`config.mk`:
```
export PLATFORM = sky130hd
export DESIGN_NAME = tft_window_reader_flat
export DESIGN_NICKNAME = d
export VERILOG_FILES = /design/src/rtl/tft_window_reader_if.sv /design/src/rtl/tft_window_reader.sv /design/src/flat_wrapper.sv
export SDC_FILE = /design/constraint.sdc
export NUM_CORES = 1
export LEC_CHECK = 0
export ABC_AREA = 1
export BUFFER_PORTS_ARGS = -buffer_cell sky130_fd_sc_hd__buf_2
export CORE_AREA = 8 8 99 123
export DETAILED_ROUTE_END_ITERATION = 10
export DIE_AREA = 0 0 107 131
export PLACE_DENSITY = 0.64
export SYNTH_ARGS = -nofsm -noshare
export SYNTH_HDL_FRONTEND = slang
export SYNTH_SLANG_ARGS = --single-unit
```
`constraint.sdc`:
```
create_clock -name TFT_CLK -period 2.1 [get_ports TFT_CLK]
set_input_delay 0.315 -clock TFT_CLK [delete_from_list [all_inputs] [get_ports TFT_CLK]]
set_output_delay 0.315 -clock TFT_CLK [all_outputs]
set_load 0.01 [all_outputs]
```
`src/rtl/tft_window_reader_if.sv`:
```
// Bundle of signals between the TFT window reader, the timing generator and
// the read port of the dual-port frame RAM.
//   slave  : the window reader itself
//   master : the timing generator / RAM side that drives requests and data
interface tft_window_reader_if #(
    parameter int unsigned DATA_W = 16,
    parameter int unsigned CNT_W  = 11,
    parameter int unsigned PIX_AW = 16
);
    logic              data_req;
    logic [CNT_W-1:0]  h_cnt;
    logic [CNT_W-1:0]  v_cnt;
    logic              scale_2x;
    logic              bank_sel;
    logic [PIX_AW:0]   ram_rdaddr;
    logic [DATA_W-1:0] ram_rddata;
    logic [DATA_W-1:0] disp_data;
    logic              frame_done;
    logic              cur_bank;

    modport slave (
        input  data_req, h_cnt, v_cnt, scale_2x, bank_sel, ram_rddata,
        output ram_rdaddr, disp_data, frame_done, cur_bank
    );

    modport master (
        output data_req, h_cnt, v_cnt, scale_2x, bank_sel, ram_rddata,
        input  ram_rdaddr, disp_data, frame_done, cur_bank
    );
endinterface

```
`src/rtl/tft_window_reader.sv`:
```
// Read-side controller between the dual-port frame RAM and the TFT timing
// generator. Places an IMG_W x IMG_H image at (WIN_X, WIN_Y), optionally
// replicating every pixel 2x in both directions, and reads from the bank
// latched at frame start. Addresses come from counters (no multiplier).
// RAM read data is realigned with the window flag so that disp_data for a
// (data_req, h_cnt, v_cnt) sample appears RAM_LAT+1 cycles later; pixels
// outside the window show BG_COLOR.
module tft_window_reader #(
    parameter int unsigned       DATA_W   = 16,
    parameter int unsigned       CNT_W    = 11,
    parameter int unsigned       PIX_AW   = 16,
    parameter int unsigned       IMG_W    = 256,
    parameter int unsigned       IMG_H    = 256,
    parameter int unsigned       WIN_X    = 272,
    parameter int unsigned       WIN_Y    = 112,
    parameter int unsigned       RAM_LAT  = 1,
    parameter logic [DATA_W-1:0] BG_COLOR = 16'h0000
) (
    input  logic                TFT_CLK,
    input  logic                rst_n,
    tft_window_reader_if.slave  tft
);

    // Window geometry in CNT_W+1 bits so the window end never overflows.
    localparam logic [CNT_W:0]  C_WIN_X  = (CNT_W+1)'(WIN_X);
    localparam logic [CNT_W:0]  C_WIN_Y  = (CNT_W+1)'(WIN_Y);
    localparam logic [CNT_W:0]  C_W_1X   = (CNT_W+1)'(IMG_W);
    localparam logic [CNT_W:0]  C_W_2X   = (CNT_W+1)'(2 * IMG_W);
    localparam logic [CNT_W:0]  C_H_1X   = (CNT_W+1)'(IMG_H);
    localparam logic [CNT_W:0]  C_H_2X   = (CNT_W+1)'(2 * IMG_H);
    localparam logic [PIX_AW-1:0] C_ROW_STEP = PIX_AW'(IMG_W);

    // ------------------------------------------------------------------
    // State
    // ------------------------------------------------------------------
    logic               r_active;      // a frame start has been seen since reset
    logic               r_scale;       // replication factor latched at frame start
    logic               r_cur_bank;    // bank latched at frame start
    logic [PIX_AW-1:0]  r_row_base;    // first pixel of the image row being read
    logic [PIX_AW-1:0]  r_col;         // image column within the row
    logic               r_col_sub;     // 2x: second sample of the same column
    logic               r_line_sub;    // 2x: second line of the same image row
    logic               r_fired;       // last window address already issued
    logic               r_at_end_q;    // h_cnt sat on the line end last cycle
    logic [PIX_AW:0]    r_ram_rdaddr;
    logic [RAM_LAT-1:0] r_win_pipe;    // in_win delayed to meet RAM data
    logic [RAM_LAT-1:0] r_done_pipe;   // last-address strobe delayed likewise
    logic [DATA_W-1:0]  r_disp_data;
    logic               r_frame_done;

    // ------------------------------------------------------------------
    // Frame-start view: on the (0,0) cycle the clears and the freshly
    // sampled scale/bank apply to this same cycle, so a window placed at
    // the origin issues {bank_sel, 0} first.
    // ------------------------------------------------------------------
    logic               w_frame_start;
    logic               w_scale;
    logic               w_bank;
    logic [PIX_AW-1:0]  w_row_base;
    logic [PIX_AW-1:0]  w_col;
    logic               w_col_sub;
    logic               w_line_sub;
    logic               w_fired;

    assign w_frame_start = (tft.h_cnt == '0) && (tft.v_cnt == '0);
    assign w_scale       = w_frame_start ? tft.scale_2x : r_scale;
    assign w_bank        = w_frame_start ? tft.bank_sel : r_cur_bank;
    assign w_row_base    = w_frame_start ? '0   : r_row_base;
    assign w_col         = w_frame_start ? '0   : r_col;
    assign w_col_sub     = w_frame_start ? 1'b0 : r_col_sub;
    assign w_line_sub    = w_frame_start ? 1'b0 : r_line_sub;
    assign w_fired       = w_frame_start ? 1'b0 : r_fired;

    // ------------------------------------------------------------------
    // Window decode. The offset from the window origin is taken modulo
    // 2^(CNT_W+1): a counter left of / above the origin wraps to a value
    // larger than any window size, so one compare covers both bounds.
    // ------------------------------------------------------------------
    logic [CNT_W:0] w_h;
    logic [CNT_W:0] w_v;
    logic [CNT_W:0] w_h_off;
    logic [CNT_W:0] w_v_off;
    logic [CNT_W:0] w_w_eff;
    logic [CNT_W:0] w_h_eff;
    logic           w_in_h;
    logic           w_in_v;
    logic           w_in_win;
    logic           w_at_end;
    logic           w_line_end;
    logic           w_last_pix;

    assign w_h        = {1'b0, tft.h_cnt};
    assign w_v        = {1'b0, tft.v_cnt};
    assign w_h_off    = w_h - C_WIN_X;
    assign w_v_off    = w_v - C_WIN_Y;
    assign w_w_eff    = w_scale ? C_W_2X : C_W_1X;
    assign w_h_eff    = w_scale ? C_H_2X : C_H_1X;
    assign w_in_h     = (w_h_off < w_w_eff);
    assign w_in_v     = (w_v_off < w_h_eff);
    // After reset the frame is aborted until the next frame start.
    assign w_in_win   = tft.data_req && (r_active || w_frame_start) && w_in_h && w_in_v;
    assign w_at_end   = (w_h_off == w_w_eff);
    assign w_line_end = w_at_end && !r_at_end_q;
    assign w_last_pix = w_in_win && !w_fired &&
                        (w_h_off == w_w_eff - 1'b1) && (w_v_off == w_h_eff - 1'b1);

    // ------------------------------------------------------------------
    // Next values of the address counters
    // ------------------------------------------------------------------
    logic [PIX_AW-1:0] w_row_base_nxt;
    logic [PIX_AW-1:0] w_col_nxt;
    logic              w_col_sub_nxt;
    logic              w_line_sub_nxt;

    // Column advances every (1 << scale) window samples; row base advances
    // at each window line end, only every second line in 2x mode.
    always_comb begin
        // NOTE: every output gets a default first so no path leaves it unassigned (no latch).
        w_row_base_nxt = w_row_base;
        w_col_nxt      = w_col;
        w_col_sub_nxt  = w_col_sub;
        w_line_sub_nxt = w_line_sub;
        if (w_in_win) begin
            if (!w_scale || w_col_sub) begin
                w_col_nxt = w_col + 1'b1;
            end
            w_col_sub_nxt = w_scale && !w_col_sub;
        end
        if (w_line_end) begin
            w_col_nxt     = '0;
            w_col_sub_nxt = 1'b0;
            if (w_in_v) begin
                if (!w_scale || w_line_sub) begin
                    w_row_base_nxt = w_row_base + C_ROW_STEP;
                end
                w_line_sub_nxt = w_scale && !w_line_sub;
            end
        end
    end

    // Frame-level control and address counters.
    always_ff @(posedge TFT_CLK or negedge rst_n) begin
        if (!rst_n) begin
            r_active   <= 1'b0;
            r_scale    <= 1'b0;
            r_cur_bank <= 1'b0;
            r_row_base <= '0;
            r_col      <= '0;
            r_col_sub  <= 1'b0;
            r_line_sub <= 1'b0;
            r_fired    <= 1'b0;
            r_at_end_q <= 1'b0;
        end else begin
            // NOTE: state uses non-blocking assignments so every register sees pre-edge values.
            if (w_frame_start) begin
                r_active <= 1'b1;
            end
            r_scale    <= w_scale;
            r_cur_bank <= w_bank;
            r_row_base <= w_row_base_nxt;
            r_col      <= w_col_nxt;
            r_col_sub  <= w_col_sub_nxt;
            r_line_sub <= w_line_sub_nxt;
            r_fired    <= w_fired || w_last_pix;
            r_at_end_q <= w_at_end;
        end
    end

    // Issue {bank, row_base + col} on window samples; hold otherwise.
    always_ff @(posedge TFT_CLK or negedge rst_n) begin
        if (!rst_n) begin
            r_ram_rdaddr <= '0;
        end else if (w_in_win) begin
            r_ram_rdaddr <= {w_bank, w_row_base + w_col};
        end
    end

    // Delay lines: in_win and the last-address strobe travel RAM_LAT stages
    // so they line up with ram_rddata; the output register adds the final
    // cycle. A frame start flushes a pending frame_done.
    always_ff @(posedge TFT_CLK or negedge rst_n) begin
        if (!rst_n) begin
            r_win_pipe  <= '0;
            r_done_pipe <= '0;
        end else begin
            r_win_pipe[0]  <= w_in_win;
            r_done_pipe[0] <= w_last_pix;
            for (int i = 1; i < int'(RAM_LAT); i++) begin
                r_win_pipe[i]  <= r_win_pipe[i-1];
                r_done_pipe[i] <= w_frame_start ? 1'b0 : r_done_pipe[i-1];
            end
        end
    end

    // Registered pixel / frame_done outputs.
    always_ff @(posedge TFT_CLK or negedge rst_n) begin
        if (!rst_n) begin
            r_disp_data  <= '0;
            r_frame_done <= 1'b0;
        end else begin
            r_disp_data  <= r_win_pipe[RAM_LAT-1] ? tft.ram_rddata : BG_COLOR;
            r_frame_done <= r_done_pipe[RAM_LAT-1] && !w_frame_start;
        end
    end

    assign tft.ram_rdaddr = r_ram_rdaddr;
    assign tft.disp_data  = r_disp_data;
    assign tft.frame_done = r_frame_done;
    assign tft.cur_bank   = r_cur_bank;

endmodule

```
`src/flat_wrapper.sv`:
```
// flat-port wrapper written by rule: the top's interface ports become plain ports
module tft_window_reader_flat 
#(
    parameter int unsigned       DATA_W   = 16,
    parameter int unsigned       CNT_W    = 11,
    parameter int unsigned       PIX_AW   = 16,
    parameter int unsigned       IMG_W    = 256,
    parameter int unsigned       IMG_H    = 256,
    parameter int unsigned       WIN_X    = 272,
    parameter int unsigned       WIN_Y    = 112,
    parameter int unsigned       RAM_LAT  = 1,
    parameter logic [DATA_W-1:0] BG_COLOR = 16'h0000
)
  (TFT_CLK, rst_n, tft_data_req, tft_h_cnt, tft_v_cnt, tft_scale_2x, tft_bank_sel, tft_ram_rddata, tft_ram_rdaddr, tft_disp_data, tft_frame_done, tft_cur_bank);
  tft_window_reader_if #(.DATA_W(DATA_W), .CNT_W(CNT_W), .PIX_AW(PIX_AW)) tft_i ();
  input  logic TFT_CLK;
  input  logic rst_n;
  input wire logic [$bits(tft_i.data_req)-1:0] tft_data_req;
  input wire logic [$bits(tft_i.h_cnt)-1:0] tft_h_cnt;
  input wire logic [$bits(tft_i.v_cnt)-1:0] tft_v_cnt;
  input wire logic [$bits(tft_i.scale_2x)-1:0] tft_scale_2x;
  input wire logic [$bits(tft_i.bank_sel)-1:0] tft_bank_sel;
  input wire logic [$bits(tft_i.ram_rddata)-1:0] tft_ram_rddata;
  output wire logic [$bits(tft_i.ram_rdaddr)-1:0] tft_ram_rdaddr;
  output wire logic [$bits(tft_i.disp_data)-1:0] tft_disp_data;
  output wire logic [$bits(tft_i.frame_done)-1:0] tft_frame_done;
  output wire logic [$bits(tft_i.cur_bank)-1:0] tft_cur_bank;
  assign tft_i.data_req = tft_data_req;
  assign tft_i.h_cnt = tft_h_cnt;
  assign tft_i.v_cnt = tft_v_cnt;
  assign tft_i.scale_2x = tft_scale_2x;
  assign tft_i.bank_sel = tft_bank_sel;
  assign tft_i.ram_rddata = tft_ram_rddata;
  assign tft_ram_rdaddr = tft_i.ram_rdaddr;
  assign tft_disp_data = tft_i.disp_data;
  assign tft_frame_done = tft_i.frame_done;
  assign tft_cur_bank = tft_i.cur_bank;
  tft_window_reader #(.DATA_W(DATA_W), .CNT_W(CNT_W), .PIX_AW(PIX_AW), .IMG_W(IMG_W), .IMG_H(IMG_H), .WIN_X(WIN_X), .WIN_Y(WIN_Y), .RAM_LAT(RAM_LAT), .BG_COLOR(BG_COLOR)) u_core (.TFT_CLK(TFT_CLK), .rst_n(rst_n), .tft(tft_i));
endmodule
```
==> impl_metrics.ini, run 1 <==
[run_status]
status = complete, but fails checks
violations = negative setup slack

[pwr]
p_leak_nw = 3.910
swShare_pct = 30.37
combPwrFrac_pct = 31.8
ir_drop_mv = 0.3592
power_density_nw_per_um2 = 677.0
seqPwrFrac_pct = 34.0
clockPowerShare_pct = 34.2
p_int_mw = 3.434
switching_power_mw = 1.498

[global_route]
grt_pass1_vias = 4683
grt_pass1_wl_mm = 20.98
antenna_found_initial = 0
grt_use_total_pct = 18.71
grt_max_degree = 30
overflow = 0

[route]
wl_mm = 12.72
drtPass1Iterations = 4
vias = 4441
antenna_left = 0
viasPerCell = 4.811
drt-initial-drc-count = 203
drc = 0
drt-wirelength-per-cell_um = 13.78

[timing]
hold_violations = 0
setup_viol = 46
min_period_ps = 2317
setup_ws_ps = -217.5
relSlewSlack_pct = 69.66
fin_skew_ps = 7.156
grt_setup_unrepaired = true
hold_slack_ps = 160.9
period_share_pct = 110.4
report.final.slew_viol_count = 0
fmax_ghz = 0.4315
tightest_slew_ps = 451.0

[floorplan]
dieWidth_um = 107
coreArea_um2 = 10350
die-area_um2 = 14020
start_util_pct = 43.39
die_h_um = 131
io_pins = 78
rows = 42

[cts]
cts_buffers = 9
cts_sinks = 75
htree_num_levels = 3
clkLatencyLatePin_ps = 340
root_buffer = clkbuf_16
path_clk_slew_ps = 60
cts_max_path_buffers = 2
cts_tree = yes

[cells_and_area]
fin_area_um2 = 7286
drive_gt1_share_pct = 50.19
num_antenna_cells = 0
finish.utilization_pct = 70.38
final_nets = 850
final_common_cell = buf_4
syn2layout_area_growth_pct = 62.20
final_cell_mix = buf_4 (113), nand2_1 (88), inv_1 (87), dfrtp_1 (75), buf_2 (69)

[critical_path]
r2r_cells = 12
r2r_end = u_core.tft.ram_rdaddr[12]
path_max_fanout = 5
r2r_start = u_core.r_col[1]
path_class = input port to register
critPathCaptureType = register
cp.required_ps = 2330
worstPathArrival_ps = 2540
r2r_setup_slack_ps = -120
setup.worst_path.start_class = input port

[yosys]
synthFlopType = dfrtp_1
synth.top_cell.area_share_pct = 41.78
ys_warn_count = 0
syn_nets = 628
netlist_area_um2 = 4492
ys_ff_latch = 75
synth_cells = 564
async_reset_ff_share_pct = 100.0
ys_seq_area_share_pct = 41.78
synth_top_area_cell = dfrtp_1
synth_area_leaders = dfrtp_1 (42%), nand2_1 (9.5%), inv_1 (8.6%)
avgSynthCellArea_um2 = 7.964
ys_types = 40
synth-edff-count = 0

[place]
dpl_cell_area_um2 = 6145
dp_hpwl_mm = 9.219
gp_congestion = 0.8971
io_buffers = 77

[job]
drv_cap = 0

[hold_path]
holdPathEnd = u_core.tft.disp_data[10]
hold_class = input port to register
hold_depth = 3
min_from = tft_ram_rddata[10]
-- worst max-delay path by stage --
stage,from,end,slack [ps],cells after the start
floorplan,tft_h_cnt[7],u_core.tft.ram_rdaddr[13],-450,19
global placement,tft_v_cnt[8],u_core.tft.ram_rdaddr[13],-600,18
detailed placement,tft_v_cnt[8],u_core.tft.ram_rdaddr[13],-640,18
CTS,tft_h_cnt[6],u_core.tft.ram_rdaddr[13],-230,18
global route,tft_v_cnt[8],u_core.r_col[8],-370,20
finish,tft_h_cnt[8],u_core.r_col[0],-220,18
-- Yosys cell counts (3+ instances only) --
| cell | instances |
|---|---|
| nor2_2 | 7 |
| o21ai_0 | 22 |
| nor3_1 | 8 |
| nand2_4 | 3 |
| nor2_4 | 7 |
| inv_1 | 103 |
| dfrtp_1 | 75 |
| a21boi_0 | 3 |
| nand3_2 | 4 |
| nor2_1 | 67 |
| nand2_1 | 114 |
| ha_1 | 20 |
| nor4_1 | 3 |
| xnor2_1 | 9 |
| xor2_1 | 14 |
| buf_2 | 3 |
| a21oi_1 | 25 |
| nand3_1 | 27 |
| or2_2 | 3 |
| nand3_4 | 5 |
| nand2_2 | 6 |
| nand4_1 | 10 |
-- logic make-up (layout without fill, tap and decap cells) --
family | after synthesis | after routing | share of synthesized area, %
XOR/XNOR | 23 | 23 | 4.485
AND/OR/NAND/NOR | 270 | 270 | 30.06
AO/OA/AOI/OAI | 59 | 59 | 7.159
buffers and inverters | 114 | 341 | 10.06
flip-flops | 75 | 75 | 41.78
adder cells (fa/ha/maj) | 21 | 21 | 6.017
multiplexers | 2 | 2 | 0.4457
-- power by group through the flow --
stage	sequential, mW	combinational (mW)	clock, mW
3_5_place_dp	1.69	1.33	0
2_1_floorplan	1.73	0.705	0
6_report	1.68	1.57	1.69
5_1_grt	1.70	1.71	1.76
4_1_cts	1.67	1.44	1.70
3_3_place_gp	1.69	1.30	0
-- what timing repair did --
item | 4_1_cts | 5_1_grt
hold buffers | 1 | 0
gates cloned | 1 | 0
buffers inserted | 18 | 13
pin swaps | 47 | 49
gates resized for setup | 79 | 62
setup endpoints to repair | 46 | 46
hold endpoints to repair | 25 | 0
-- worst max-delay path, cell delays in order --
cell and delay, ps:
buf_2 110, nor2_2 110, nand3_2 100, nor2_4 140
nand3_4 140, buf_6 170, nand2_4 70, nand2_4 60
inv_4 80, ha_4 200, a21oi_4 150, nand3_4 140
nor2_4 190, nand3_4 140, buf_12 160, buf_8 120
o21ai_2 90, a21oi_1 50
-- final cells by class --
class	count	area, um2
clock buffers	9	225.2
clock inverters	7	98.84
fillers	754	3067
inverters	106	425.4
multi-input cells	375	2829
flip-flops and latches	75	1877
well taps	132	165.2
repair buffers	219	1665
-- metrics by stage --
stage	setup slack (ps)	TNS, ps	instances	power (mW)
after floorplan	-452.2	-6689	564	2.435
after detailed placement	-643.7	-25270	877	3.022
after global routing	-370.4	-13040	923	5.176
after global placement	-604.3	-21700	877	2.994
after CTS	-228.1	-4711	912	4.815
final	-217.5	-6053	923	4.932
-- layer usage --
layer	GRT usage (%)	wire (um)	up-vias
met4	8.382	379	0
li1	-	-	2213
met2	35.47	6931	122
met3	3.729	652	28
met5	0	0	-
met1	19.37	4756	2078
-- registers in the layout, indices dropped and copies added (netlist names), 16 cells and up --
name	cells
u_core.r_col	16
u_core.tft.disp_data	16
u_core.r_row_base	16
u_core.tft.ram_rdaddr	17
(Power assumes the default switching activity.)
==> run 2, diff against run 1 <==
--- a/config.mk
+++ b/config.mk
@@ -10,7 +10,7 @@
 export CORE_AREA = 8 8 99 123
 export DETAILED_ROUTE_END_ITERATION = 10
 export DIE_AREA = 0 0 107 131
-export PLACE_DENSITY = 0.64
+export PLACE_DENSITY_LB_ADDON = 0.08
 export SYNTH_ARGS = -nofsm -noshare
 export SYNTH_HDL_FRONTEND = slang
 export SYNTH_SLANG_ARGS = --single-unit
==> constraint.sdc (replaced) <==
create_clock -name TFT_CLK -period 2.1 [get_ports TFT_CLK]
set_input_delay 0.315 -clock TFT_CLK [delete_from_list [all_inputs] [get_ports TFT_CLK]]
set_output_delay 0.315 -clock TFT_CLK [all_outputs]
set_load 0.005 [all_outputs]
==> run 2 against run 1 <==
The flow still finishes with violations (negative setup slack). Die area did not move. Global-route usage shrank 0.34 points. Largest cell class unchanged. Clock power fell by 11%. Sequential power barely moved. Total power shrank 7.3%.
==> impl_metrics.ini, run 2 (synthesis results as in run 1) <==
[run_status]
status = complete, but fails checks
violations = negative setup slack

[cells_and_area]
final_cell_mix = buf_4 (116), nand2_1 (103), inv_1 (93), dfrtp_1 (75), buf_2 (74)
drive_gt1_share_pct = 44.94
syn2layout_area_growth_pct = 55.52
finish.utilization_pct = 67.48
finalNonFillerCells = 913
largest_reg_flops = 17
final_common_cell = buf_4
fin_area_um2 = 6985
num_antenna_cells = 0
final_nets = 840

[hold_path]
holdPathEnd = u_core.tft.disp_data[13]
hold_class = input port to register
hold_depth = 3
min_from = tft_ram_rddata[13]

[floorplan]
die-area_um2 = 14020
start_util_pct = 43.39
io_pins = 78
coreArea_um2 = 10350
rows = 42
dieWidth_um = 107
die_h_um = 131

[critical_path]
r2r_end = u_core.tft.ram_rdaddr[15]
path_max_fanout = 4
critPathMaxStageDelay_ps = 240
setup.worst_path.start_class = input port
crit_chain = buf_6 > nor2_4 > nand3_4 > nor2_4 > buf_4 > buf_4 > nand4_1 > nand2_4 > inv_4 > ha_4 > a21oi_4 > nand3_4 > nor2_4 > nand3_4 > buf_4 > nor2_4 > o21ai_1 > a21oi_1
cp.required_ps = 2350
r2r_setup_slack_ps = -20
r2r_start = u_core.r_col[4]
path_buf_inv = 5
crit_family = simple AND/OR/NAND/NOR gates
worstPathArrival_ps = 2610
cpMostUsedCell = nor2_4
r2r_cells = 11
cp_slowest_cell = ha_4
path_class = input port to register
critPathCaptureType = register

[route]
highest_layer = met4
viasPerCell = 4.671
drtPass1Iterations = 4
vias = 4265
drt-wirelength-per-cell_um = 13.09
wl_mm = 11.95
drt-initial-drc-count = 166
wl_met1_mm = 4.583
wl_met3_um = 700
antenna_left = 0
wl_met2_mm = 6.502
drc = 0

[pwr]
ir_drop_mv = 0.3863
p_leak_nw = 3.807
seqPwrFrac_pct = 36.5
finalPower_mw = 4.573
switching_power_mw = 1.355
power_density_nw_per_um2 = 654.7
p_int_mw = 3.219
clockPowerShare_pct = 32.9
swShare_pct = 29.62
combPwrFrac_pct = 30.5

[place]
io_buffers = 77
dpl_worst_slack_ps = -657.2
dp_hpwl_mm = 9.190
gp_congestion = 0.8775
dpl_cell_area_um2 = 6172
place_inst = 879

[timing]
setup_viol = 45
report.final.slew_viol_count = 0
setup_ws_ps = -263.7
min_period_ps = 2364
hold_slack_ps = 169.9
grt_setup_unrepaired = true
tightest_slew_ps = 552.7
fmax_ghz = 0.4231
fin_skew_ps = 3.190
finalSetupTns_ps = -7069
relSlewSlack_pct = 63.15
hold_violations = 0
period_share_pct = 112.6

[cts]
root_buffer = clkbuf_16
cts_max_path_buffers = 2
path_clk_slew_ps = 60
cts_tree = yes
cts_sinks = 75
cts_buffers = 9
clkLatencyLatePin_ps = 330
htree_num_levels = 3

[global_route]
antenna_found_initial = 0
grt_use_total_pct = 18.36
grt_max_degree = 44
overflow = 0
grt_pass1_vias = 4501
grt_pass1_wl_mm = 20.44

[job]
drv_cap = 0
-- run 2: area by class of cell --
class | count | area (um2)
Inverter | 106 | 432.9
Timing Repair Buffer | 209 | 1539
Fill cell | 858 | 3367
Clock buffer | 9 | 225.2
Multi-Input combinational cell | 375 | 2678
Tap cell | 132 | 165.2
Sequential cell | 75 | 1877
Clock inverter | 7 | 68.82
-- run 2: how the worst max path moves through the flow --
stage | start | to | slack, ps | depth (start not counted)
final | tft_h_cnt[6] | u_core.r_col[4] | -260 | 18
after CTS | tft_h_cnt[7] | u_core.tft.ram_rdaddr[11] | -210 | 18
after detailed placement | tft_h_cnt[8] | u_core.tft.ram_rdaddr[13] | -660 | 18
after floorplan | tft_h_cnt[7] | u_core.tft.ram_rdaddr[13] | -450 | 19
after global placement | tft_h_cnt[8] | u_core.tft.ram_rdaddr[13] | -610 | 18
after global routing | tft_h_cnt[10] | u_core.r_col[8] | -400 | 20
-- run 2: repair_timing --
action                                  CTS  global route
gates cloned                              2             0
hold buffers                              1             0
gates resized for setup                  59            20
setup buffers                             7             8
pin swaps                                20            16
endpoints found under the hold margin    42             0
endpoints found under the setup margin   46            46
-- run 2: metal layers --
layer  up-vias  GRT usage, %
met3        13         4.563
met2        98         35.32
li1       2195             -
met4         0         6.805
met5         -             0
met1      1959         18.57
-- run 2: worst min-delay path, stage by stage --
cell and delay (ps):
buf_2 70, nand2_1 40, inv_1 40
-- run 2: power by group through the flow --
| stage | combinational, mW | sequential (mW) | clock, mW |
|---|---|---|---|
| detailed placement | 1.29 | 1.69 | 0 |
| global placement | 1.27 | 1.69 | 0 |
| floorplan | 0.705 | 1.69 | 0 |
| global route | 1.55 | 1.69 | 1.62 |
| CTS | 1.37 | 1.67 | 1.55 |
| finish | 1.40 | 1.67 | 1.51 |
==> run 3, diff against run 2 <==
--- a/config.mk
+++ b/config.mk
@@ -10,7 +10,7 @@
 export CORE_AREA = 8 8 99 123
 export DETAILED_ROUTE_END_ITERATION = 10
 export DIE_AREA = 0 0 107 131
-export PLACE_DENSITY_LB_ADDON = 0.08
+export PLACE_DENSITY = 0.66
 export SYNTH_ARGS = -nofsm -noshare
 export SYNTH_HDL_FRONTEND = slang
 export SYNTH_SLANG_ARGS = --single-unit
==> run 3 against run 2 <==
The flow still finishes with violations (negative setup slack). First-iteration DRC count rose by 34%. Cell count rose by 0.11%. Die area did not move. Core utilization rose by 3.1 points. Non-clock buffer count did not move. Critical path depth rose by 2. Hold slack got worse by 16 ps. Routed wire length rose by 13%. Fmax fell by 4.0%. Via count rose by 4.7%.
==> impl_metrics.ini, run 3 (synthesis results as in run 1) <==
[route]
drt-initial-drc-count = 223
drt-wirelength-per-cell_um = 14.83
wl_mm = 13.55
drtPass1Iterations = 4
vias = 4466
antenna_left = 0
viasPerCell = 4.886
drc = 0

[cts]
path_clk_slew_ps = 60
cts_tree = yes
cts_buffers = 9
cts_sinks = 75
cts_max_path_buffers = 2
root_buffer = clkbuf_16
htree_num_levels = 3
clkLatencyLatePin_ps = 350

[cells_and_area]
syn2layout_area_growth_pct = 62.56
final_nets = 841
fillCellCount = 722
finish.utilization_pct = 70.53
drive_gt1_share_pct = 50.00
largest_reg_flops = 17
finalNonFillerCells = 914
fin_area_um2 = 7302
final_common_cell = buf_4
final_cell_mix = buf_4 (109), nand2_1 (89), inv_1 (83), dfrtp_1 (75), buf_2 (64)
num_antenna_cells = 0

[pwr]
power_density_nw_per_um2 = 671.7
p_leak_nw = 3.892
ir_drop_mv = 0.4755
finalPower_mw = 4.905

[hold_path]
holdPathEnd = u_core.tft.disp_data[7]
hold_class = input port to register
min_from = tft_ram_rddata[7]
hold_depth = 3

[critical_path]
crit_start = tft_v_cnt[7]
worstPathArrival_ps = 2690
r2r_cells = 12
critPathCaptureType = register
r2r_start = u_core.r_col[1]
cp.required_ps = 2330
r2r_setup_slack_ps = -200
setup.worst_path.start_class = input port
path_class = input port to register
path_max_fanout = 5
r2r_end = u_core.tft.ram_rdaddr[8]

[global_route]
grt_max_degree = 41
antenna_found_initial = 0
grt_pass1_wl_mm = 20.06
grt_use_total_pct = 18.10
grt_pass1_vias = 4478
overflow = 0

[run_status]
violations = negative setup slack
status = complete, but fails checks

[place]
place_inst = 878
io_buffers = 77
dpl_cell_area_um2 = 6190
gp_congestion = 0.8680
dp_hpwl_mm = 9.184

[timing]
relSlewSlack_pct = 67.65
setup_ws_ps = -361.3
setup_viol = 46
grt_setup_unrepaired = true
tightest_slew_ps = 485.3
fmax_ghz = 0.4063
min_period_ps = 2461
period_share_pct = 117.2
fin_skew_ps = 7.564
hold_violations = 0
report.final.slew_viol_count = 0

[job]
drv_cap = 0

[floorplan]
coreArea_um2 = 10350
rows = 42
start_util_pct = 43.39
die_h_um = 131
dieWidth_um = 107
die-area_um2 = 14020
io_pins = 78
==> run 3: report_power, final <==
part	total (mW)	internal (mW)	switching (mW)
Sequential	1.70	1.59	0.112
Clock	1.61	0.941	0.665
Combinational	1.60	0.833	0.764
Total	4.90	3.36	1.54
==> run 3: worst max path at each step <==
| stage | endpoint | slack [ps] | cells after the start |
|---|---|---|---|
| after floorplan | u_core.tft.ram_rdaddr[13] | -450 | 19 |
| after global routing | u_core.tft.ram_rdaddr[13] | -480 | 18 |
| after detailed placement | u_core.tft.ram_rdaddr[13] | -580 | 18 |
| final | u_core.tft.ram_rdaddr[8] | -360 | 20 |
| after CTS | u_core.tft.ram_rdaddr[11] | -170 | 18 |
| after global placement | u_core.tft.ram_rdaddr[13] | -570 | 18 |
==> run 3: worst max-delay path, cell delays in order <==
cell	delay, ps
buf_2	110
nor2_2	130
nand2_2	90
nor2_4	150
nand3_4	170
clkbuf_16	220
buf_12	130
nand2_8	60
inv_6	30
ha_4	150
inv_2	50
fa_2	220
o21ai_2	80
nand3_1	90
nand2_2	110
nand3_1	130
nand2_2	90
xor2_2	170
mux2i_4	140
inv_1	70
==> run 3: what timing repair did <==
action,CTS,global route
setup buffers,6,11
endpoints found under the setup margin,46,46
hold buffers,1,0
pin swaps,9,53
cloned,1,3
resized for setup,40,104
hold endpoints to repair,35,0
==> run 3: per-stage QoR <==
stage | TNS (ps) | setup WS (ps) | hold WS (ps)
finish | -8598 | -361.3 | 153.5
global route | -15000 | -484.4 | 159.5
CTS | -2510 | -171.5 | 149.5
detailed placement | -22270 | -579.2 | 300.1
global placement | -20240 | -571.3 | 299.9
floorplan | -6681 | -452.2 | 19.41
==> run 3: final cells by class <==
| class | count | area (um2) | area share [%] |
|---|---|---|---|
| sequential | 75 | 1877 | 25.70 |
| timing repair inverter | 1 | 6.256 | 0.08568 |
| clock buffer | 9 | 225.2 | 3.084 |
| timing repair buffer | 209 | 1668 | 22.84 |
| multi-input combinational | 375 | 2853 | 39.07 |
| clock inverter | 7 | 82.58 | 1.131 |
| inverter | 106 | 425.4 | 5.826 |
| tap | 132 | 165.2 | 2.262 |
==> run 3: per-layer routing <==
layer | track usage, % | vias up | wire length (um)
met5 | 0 | - | 0
met4 | 9.627 | 0 | 493
met3 | 3.925 | 42 | 645
met2 | 34.15 | 122 | 7434
met1 | 18.14 | 2094 | 4982
li1 | - | 2208 | -
